$ cat config.mk
export PLATFORM = sky130hd
export DESIGN_NAME = ti_toffoli_pipe
export DESIGN_NICKNAME = d
export VERILOG_FILES = /design/src/rtl/ti_pkg.sv /design/src/rtl/ti_refresh3.sv /design/src/rtl/ti_toffoli.sv /design/src/rtl/ti_toffoli_pipe.sv
export SDC_FILE = /design/constraint.sdc
export NUM_CORES = 1
export LEC_CHECK = 0
export CAP_MARGIN = 0
export CELL_PAD_IN_SITES_DETAIL_PLACEMENT = 1
export CELL_PAD_IN_SITES_GLOBAL_PLACEMENT = 2
export CORE_UTILIZATION = 30
export CTS_CLUSTER_DIAMETER = 100
export DETAILED_ROUTE_END_ITERATION = 10
export GPL_TIMING_DRIVEN = 0
export PLACE_DENSITY_LB_ADDON = 0.12
export SYNTH_ARGS = -nofsm -noshare
export SYNTH_HDL_FRONTEND = slang
export SYNTH_SLANG_ARGS = --single-unit
$ cat constraint.sdc
create_clock -name clk_i -period 3.3 [get_ports clk_i]
set_input_delay 0.66 -clock clk_i [delete_from_list [all_inputs] [get_ports clk_i]]
set_output_delay 0.66 -clock clk_i [all_outputs]
set_load 0.02 [all_outputs]
$ cat src/rtl/ti_pkg.sv
// rtl/ti_pkg.sv - shared constants for threshold-implementation stages
package ti_pkg;
  localparam int NSHARES = 3;
  localparam int TI_W    = 8;
endpackage

$ cat src/rtl/ti_refresh3.sv
// rtl/ti_refresh3.sv - combinational 3-share refresh using 2*W fresh random bits
module ti_refresh3 import ti_pkg::*; #(
  parameter int W = TI_W
) (
  input  logic [W-1:0]   z1_i,
  input  logic [W-1:0]   z2_i,
  input  logic [W-1:0]   z3_i,
  input  logic [2*W-1:0] rand_i,
  output logic [W-1:0]   z1_o,
  output logic [W-1:0]   z2_o,
  output logic [W-1:0]   z3_o
);
  logic [W-1:0] r0, r1;

  assign r0 = rand_i[W-1:0];
  assign r1 = rand_i[2*W-1:W];

  // The three masks XOR to zero, so the unmasked value is preserved.
  assign z1_o = z1_i ^ r0;
  assign z2_o = z2_i ^ r1;
  assign z3_o = z3_i ^ r0 ^ r1;
endmodule

$ cat src/rtl/ti_toffoli.sv
// rtl/ti_toffoli.sv - combinational 3-share threshold-implementation Toffoli core
module ti_toffoli import ti_pkg::*; #(
  parameter int W = TI_W
) (
  input  logic [W-1:0] x1_i,
  input  logic [W-1:0] x2_i,
  input  logic [W-1:0] x3_i,
  input  logic [W-1:0] y1_i,
  input  logic [W-1:0] y2_i,
  input  logic [W-1:0] y3_i,
  input  logic [W-1:0] z1_i,
  input  logic [W-1:0] z2_i,
  input  logic [W-1:0] z3_i,
  output logic [W-1:0] c1_o,
  output logic [W-1:0] c2_o,
  output logic [W-1:0] c3_o
);
  // Each output share omits one input share index (non-completeness).
  assign c1_o = (x2_i & y2_i) ^ (x2_i & y3_i) ^ (x3_i & y2_i) ^ z2_i;
  assign c2_o = (x3_i & y3_i) ^ (x3_i & y1_i) ^ (x1_i & y3_i) ^ z3_i;
  assign c3_o = (x1_i & y1_i) ^ (x1_i & y2_i) ^ (x2_i & y1_i) ^ z1_i;
endmodule

$ cat src/rtl/ti_toffoli_pipe.sv
// rtl/ti_toffoli_pipe.sv - registered valid/ready wrapper around the TI Toffoli core
module ti_toffoli_pipe import ti_pkg::*; #(
  parameter int W     = TI_W,
  parameter int CNT_W = 16
) (
  input  logic             clk_i,
  input  logic             rst_i,
  input  logic             valid_i,
  output logic             ready_o,
  input  logic [W-1:0]     X1_i,
  input  logic [W-1:0]     X2_i,
  input  logic [W-1:0]     X3_i,
  input  logic [W-1:0]     Y1_i,
  input  logic [W-1:0]     Y2_i,
  input  logic [W-1:0]     Y3_i,
  input  logic [W-1:0]     Z1_i,
  input  logic [W-1:0]     Z2_i,
  input  logic [W-1:0]     Z3_i,
  input  logic [2*W-1:0]   rand_i,
  output logic             valid_o,
  input  logic             ready_i,
  output logic [W-1:0]     C1_o,
  output logic [W-1:0]     C2_o,
  output logic [W-1:0]     C3_o,
  output logic [CNT_W-1:0] done_cnt_o
);
  logic             va_q, va_d, vb_q, vb_d;
  logic             adv_a, adv_b, in_hs, out_hs;
  logic [W-1:0]     xa1_q, xa2_q, xa3_q, ya1_q, ya2_q, ya3_q, za1_q, za2_q, za3_q;
  logic [W-1:0]     zr1, zr2, zr3, c1_core, c2_core, c3_core;
  logic [W-1:0]     cb1_q, cb2_q, cb3_q;
  logic [CNT_W-1:0] cnt_q, cnt_d;

  assign adv_b   = !vb_q || ready_i;
  assign adv_a   = !va_q || adv_b;
  assign ready_o = adv_a;
  assign in_hs   = valid_i && adv_a;
  assign out_hs  = vb_q && ready_i;

  ti_refresh3 #(.W(W)) u_refresh (
    .z1_i(Z1_i), .z2_i(Z2_i), .z3_i(Z3_i), .rand_i(rand_i),
    .z1_o(zr1),  .z2_o(zr2),  .z3_o(zr3)
  );

  // Core sees only stage A registers, so its glitches stay between register boundaries.
  ti_toffoli #(.W(W)) u_core (
    .x1_i(xa1_q), .x2_i(xa2_q), .x3_i(xa3_q),
    .y1_i(ya1_q), .y2_i(ya2_q), .y3_i(ya3_q),
    .z1_i(za1_q), .z2_i(za2_q), .z3_i(za3_q),
    .c1_o(c1_core), .c2_o(c2_core), .c3_o(c3_core)
  );

  always_comb begin
    va_d  = adv_a ? in_hs : va_q;
    vb_d  = adv_b ? va_q : vb_q;
    cnt_d = out_hs ? cnt_q + CNT_W'(1) : cnt_q;
  end

  always_ff @(posedge clk_i) begin
    if (rst_i) begin
      va_q  <= 1'b0;
      vb_q  <= 1'b0;
      cnt_q <= '0;
      xa1_q <= '0; xa2_q <= '0; xa3_q <= '0;
      ya1_q <= '0; ya2_q <= '0; ya3_q <= '0;
      za1_q <= '0; za2_q <= '0; za3_q <= '0;
      cb1_q <= '0; cb2_q <= '0; cb3_q <= '0;
    end else begin
      va_q  <= va_d;
      vb_q  <= vb_d;
      cnt_q <= cnt_d;
      if (in_hs) begin
        xa1_q <= X1_i; xa2_q <= X2_i; xa3_q <= X3_i;
        ya1_q <= Y1_i; ya2_q <= Y2_i; ya3_q <= Y3_i;
        za1_q <= zr1;  za2_q <= zr2;  za3_q <= zr3;
      end
      if (adv_b) begin
        cb1_q <= c1_core;
        cb2_q <= c2_core;
        cb3_q <= c3_core;
      end
    end
  end

  assign valid_o    = vb_q;
  assign C1_o       = cb1_q;
  assign C2_o       = cb2_q;
  assign C3_o       = cb3_q;
  assign done_cnt_o = cnt_q;
endmodule

After elaboration in Yosys (flattened, before gate mapping) --
Index checks and enable logic that the tools add are counted.
Word-level totals: output and inout port bits 42, register bits after elaboration 114, logic and storage cells 44, input port bits 92
Cells by class: $add $sub $neg 1, reduce and logical (&&, ||, !) cells 6, bitwise operators 22
Operator list (number):
- $xor A8 B8 Y8 | 13
- $and A8 B8 Y8 | 9
- $add A16 B1 Y16 const B | 1
- $logic_and A1 B1 Y1 | 2
- $logic_not A1 Y1 | 2
- $logic_or A1 B1 Y1 | 2

Longest topological paths before layout --
depth after elaboration 4, depth in mapped cells 8, depth with buffers taken out 6

Hierarchy --
Synthesis repeated with hierarchy kept, for this count alone.
Unflattened totals: cell total of the unflattened synthesis 665, area total of the unflattened synthesis 5397.7 µm²
By module, submodules not included:
- ti_toffoli_pipe | area an instance 4156.5 µm², cells each 512, instances 1, sequential area each 2282.2 µm²
- ti_toffoli | area an instance 910.9 µm², cells each 129, instances 1, sequential area each 0.0 µm²
- ti_refresh3 | area an instance 330.3 µm², cells each 24, instances 1, sequential area each 0.0 µm²

Worst setup path after synthesis --
Ideal clock, no wire load.
path kind input port to flip-flop, from in ready_i, to reg xa1_q[0], data required time 3168 ps, arrival 1586 ps, library setup time 132 ps, path buffers 3, cell stages on the path 8, path slack 1582 ps, cell sequence nor2b_4 -> nand2_2 -> and2_4 -> buf_6 -> buf_6 -> buf_2 -> nand2_1 -> a21oi_1
Between the ends: longest elaborated chain between the ends 3
Ends and longest elaborated chain:
- from (decl) | line ti_toffoli_pipe.sv:21 | input logic ready_i,
- $logic_or A1 B1 Y1 | line ti_toffoli_pipe.sv:34 | assign adv_b = !vb_q || ready_i;
- $logic_or A1 B1 Y1 | line ti_toffoli_pipe.sv:35 | assign adv_a = !va_q || adv_b;
- via ready_o | line ti_toffoli_pipe.sv:9 | output logic ready_o,
- $logic_and A1 B1 Y1 | line ti_toffoli_pipe.sv:37 | assign in_hs = valid_i && adv_a;
- to (signal assigned) | line ti_toffoli_pipe.sv:73 | xa1_q <= X1_i; xa2_q <= X2_i; xa3_q <= X3_i;
- to (decl) | line ti_toffoli_pipe.sv:29 | logic [W-1:0] xa1_q, xa2_q, xa3_q, ya1_q, ya2_q, ya3_q, za1_q, za2_q, za3_q;
The timed path passes the listed nets, and every way through them passes these cells. A chain may end at the register's enable or synchronous reset.

Worst setup path in the final report --
from in ready_i, to out ready_o
Between the ends: longest elaborated chain between the ends 2
Ends and longest elaborated chain (line):
- $logic_or A1 B1 Y1 | ti_toffoli_pipe.sv:34
- $logic_or A1 B1 Y1 | ti_toffoli_pipe.sv:35
- to (decl) | ti_toffoli_pipe.sv:9
No other way between the ends.

==> results.toml <==
[critical_path]
arrival_ns = 2.04
end_kind = "primary output"
path_cells = "clkdlybuf4s50_1 > nor2b_4 > nand2_2 > clkdlybuf4s50_1"
worstPathMaxFanout = 5
worst_r2r_endpoint = "za3_q[0]$_SDFFE_PP0P_"
critPathRequiredTime_ns = 2.64
worstRegToRegCells = 7
cpMostUsedCell = "clkdlybuf4s50_1"
worstSetupPathType = "in2out"
rr_startpoint = "valid_o$_SDFFE_PP0P_"
max_stage_delay_ns = 0.63
rrSetupSlack_ns = 1.58
slowest_stage = "clkdlybuf4s50_1"
cp-start-kind = "primary input"

[clocking]
root_buffer = "clkbuf_16"
clk_pin_slew_ns = 0.05
cts_tree = "done"
cts_hold_buf = 0
cts_buffers = 17
post_cts_resized = 0
clkLatencyLatePin_ns = 0.41
post_cts_buffers = 0
clk_path_buf_depth = 2
clock-sinks = 114
htreeDepth = 4

[floorplanning]
fp.dieArea_um2 = 17800
core_area_um2 = 16700
dieWidth_um = 133
die_h_um = 133
rows = 47
start_util_pct = 31.0
io-pin-count = 134

[place]
dp_hpwl_um = 12600
io_buffers = 133
dpl_cell_area_um2 = 6780
globalplace.congestion = 0.768
pre_cts_ws_ns = 0.602

[synth]
ys_types = 30
yosysWarnings = 0
synth_ff_type = "dfxtp_1"
synth-async-reset-ratio_pct = 0
synth-seq-cells = 114
yosysSeqAreaShare_pct = 44.1
synth.net_count = 734
synth_edf_count = 0
syn_avg_cell_area_um2 = 8.07
netlist_area_um2 = 5170
postSynthCellCount = 641

[finish]
drive_above_1_share_pct = 7.82
fin_area_um2 = 7350
final_nets = 886
antenna_cells = 0
synthToLayoutAreaGrowth_pct = 42.0

[status]
status = "finished clean"

[routing]
vias_per_cell = 4.71
drt_pass1_iterations = 4
drc = 0
routed_wl_um = 17100
wl_per_cell_um = 16.7
num_vias = 4835
first_iter_violations = 124
ant_nets = 0

[timing]
holdWs_ns = 0.452
slew_violations = 0
worst_slack_ns = 0.603
fin_skew_ns = 0.00676
rsz0062_at_grt = "false"
period_minus_slack_ns = 2.70
period_share_pct = 81.7
tightest_slew_ns = 0.853
finalHoldViolations = 0
setup_viol = 0
slew_headroom_pct = 43.1
max_freq_mhz = 371
setup_tns_ns = 0

[power_and_ir_drop]
power_mw = 3.81
vdd_drop_max_mv = 0.419
pwr_density_cell_nw_per_um2 = 518
power.leakage_nw = 2.64

[worst_hold_path]
hold_start = "C2_o[3]$_SDFFE_PP0P_"
hold-path-cell-count = 2
hold_class = "reg2reg"
hold_end = "C2_o[3]$_SDFFE_PP0P_"

[grt]
grt_remaining_overflow = 0
grt_pass1_vias = 5067
grt_max_degree = 17
antenna_found_initial = 0
grt_usage_pct = 20.1
grt_pass1_wl_um = 26700

[job]
drv_cap = 0
-- cells in the final DEF, fill, tap and decap left out --
cell type        synthesis  final
a211oi_1                 6      6
a211oi_2                10     10
a21oi_1                 83     83
and2_1                   1      1
and2_4                   1      1
and3_1                   2      2
and4_1                   1      1
buf_2                   13     13
buf_6                    3      3
bufinv_16                0      1
clkbuf_1                16     17
clkbuf_16                0     17
clkbuf_8                 0      4
clkdlybuf4s50_1          0    133
clkinv_2                 0      6
clkinvlp_4               0      3
dfxtp_1                114    114
ha_1                     1      1
inv_1                    8      8
mux2i_1                  1      1
nand2_1                165    165
nand2_2                  1      1
nand2b_1                15     15
nand3_1                  4      4
nand4_1                  3      3
nand4_2                  1      1
nand4bb_1                7      7
nor2_1                  52     52
nor2b_1                  3      3
nor2b_4                  1      1
nor3_1                   1      1
nor3_2                   1      1
o21ai_0                 38     38
or2_2                    1      1
xnor2_1                 55     55
xor2_1                  33     33
-- synthesized netlist by cell type, types with 2 or more instances --
cell         n  area share (%)
a211oi_2    10             2.4
nand2_1    165              12
nor2_1      52             3.8
nor2b_1      3            0.36
xnor2_1     55             9.3
clkbuf_1    16             1.2
xor2_1      33             5.6
o21ai_0     38             3.7
a211oi_1     6            0.87
and3_1       2            0.24
nand4_1      3            0.36
buf_2       13             1.3
nand3_1      4            0.39
dfxtp_1    114              44
inv_1        8            0.58
a21oi_1     83             8.0
nand4bb_1    7             1.5
nand2b_1    15             1.8
buf_6        3            0.65
-- worst max-delay path: cells and delay by family --
kind                   cells  cell delay [ns]
AND/OR/NAND/NOR            2             0.17
buffers and inverters      2             1.20
-- layer usage --
layer / share of wire, % / up-vias / GRT usage, %
li1: - / 2412 / -
met1: 45 / 2289 / 24.6
met2: 48 / 112 / 33.5
met3: 4.7 / 22 / 4.34
met4: 2.7 / 0 / 9.22
met5: 0 / - / 0
-- state kept, by name, summed over array words and instances (netlist names) --
register / count
xa2_q: 8
C3_o: 8
ya3_q: 8
va_q: 1
valid_o: 1
C2_o: 8
za2_q: 8
ya2_q: 8
xa1_q: 8
done_cnt_o: 16
ya1_q: 8
za1_q: 8
C1_o: 8
za3_q: 8
xa3_q: 8
-- per-stage QoR --
step                      util, %  instances
final                        44.0       1026
after global routing         44.0       1026
after CTS                    44.0       1026
after detailed placement     40.6        994
after global placement       40.6        994
after floorplan                 -        641
-- kinds of logic (layout without fill, tap and decap cells) --
logic type / Yosys count / after routing / synth area share (%)
multiplexers: 1 / 1 / 0.193
buffers and inverters: 40 / 205 / 3.65
AO/OA/AOI/OAI: 137 / 137 / 15.0
AND/OR/NAND/NOR: 260 / 260 / 21.9
adder cells (fa/ha/maj): 1 / 1 / 0.242
XOR/XNOR: 88 / 88 / 14.9
flip-flops: 114 / 114 / 44.1
-- where the power goes --
group	total (mW)	internal (mW)	switching (mW)
Sequential	1.54	1.46	0.0795
Clock	1.74	1.10	0.639
Combinational	0.521	0.268	0.252
Total	3.81	2.83	0.971
-- worst max path at each step --
stage	startpoint	endpoint	slack (ns)	cells past startpoint
6_report	ready_i	ready_o	0.60	4
2_1_floorplan	ready_i	xa1_q[0]$_SDFFE_PP0P_	1.58	8
5_1_grt	ready_i	ready_o	0.54	4
3_3_place_gp	ready_i	ready_o	0.61	4
4_1_cts	ready_i	ready_o	0.59	4
3_5_place_dp	ready_i	ready_o	0.60	4
-- final cells by class --
type | instances | area, um^2
Buffer | 32 | 159
Clock buffer | 22 | 484
Clock inverter | 10 | 82.6
Fill cell | 2013 | 9350
Inverter | 8 | 30.0
Multi-Input combinational cell | 487 | 2700
Sequential cell | 114 | 2280
Tap cell | 220 | 275
Timing Repair Buffer | 133 | 1330
Power figures use the tool's default switching activity.
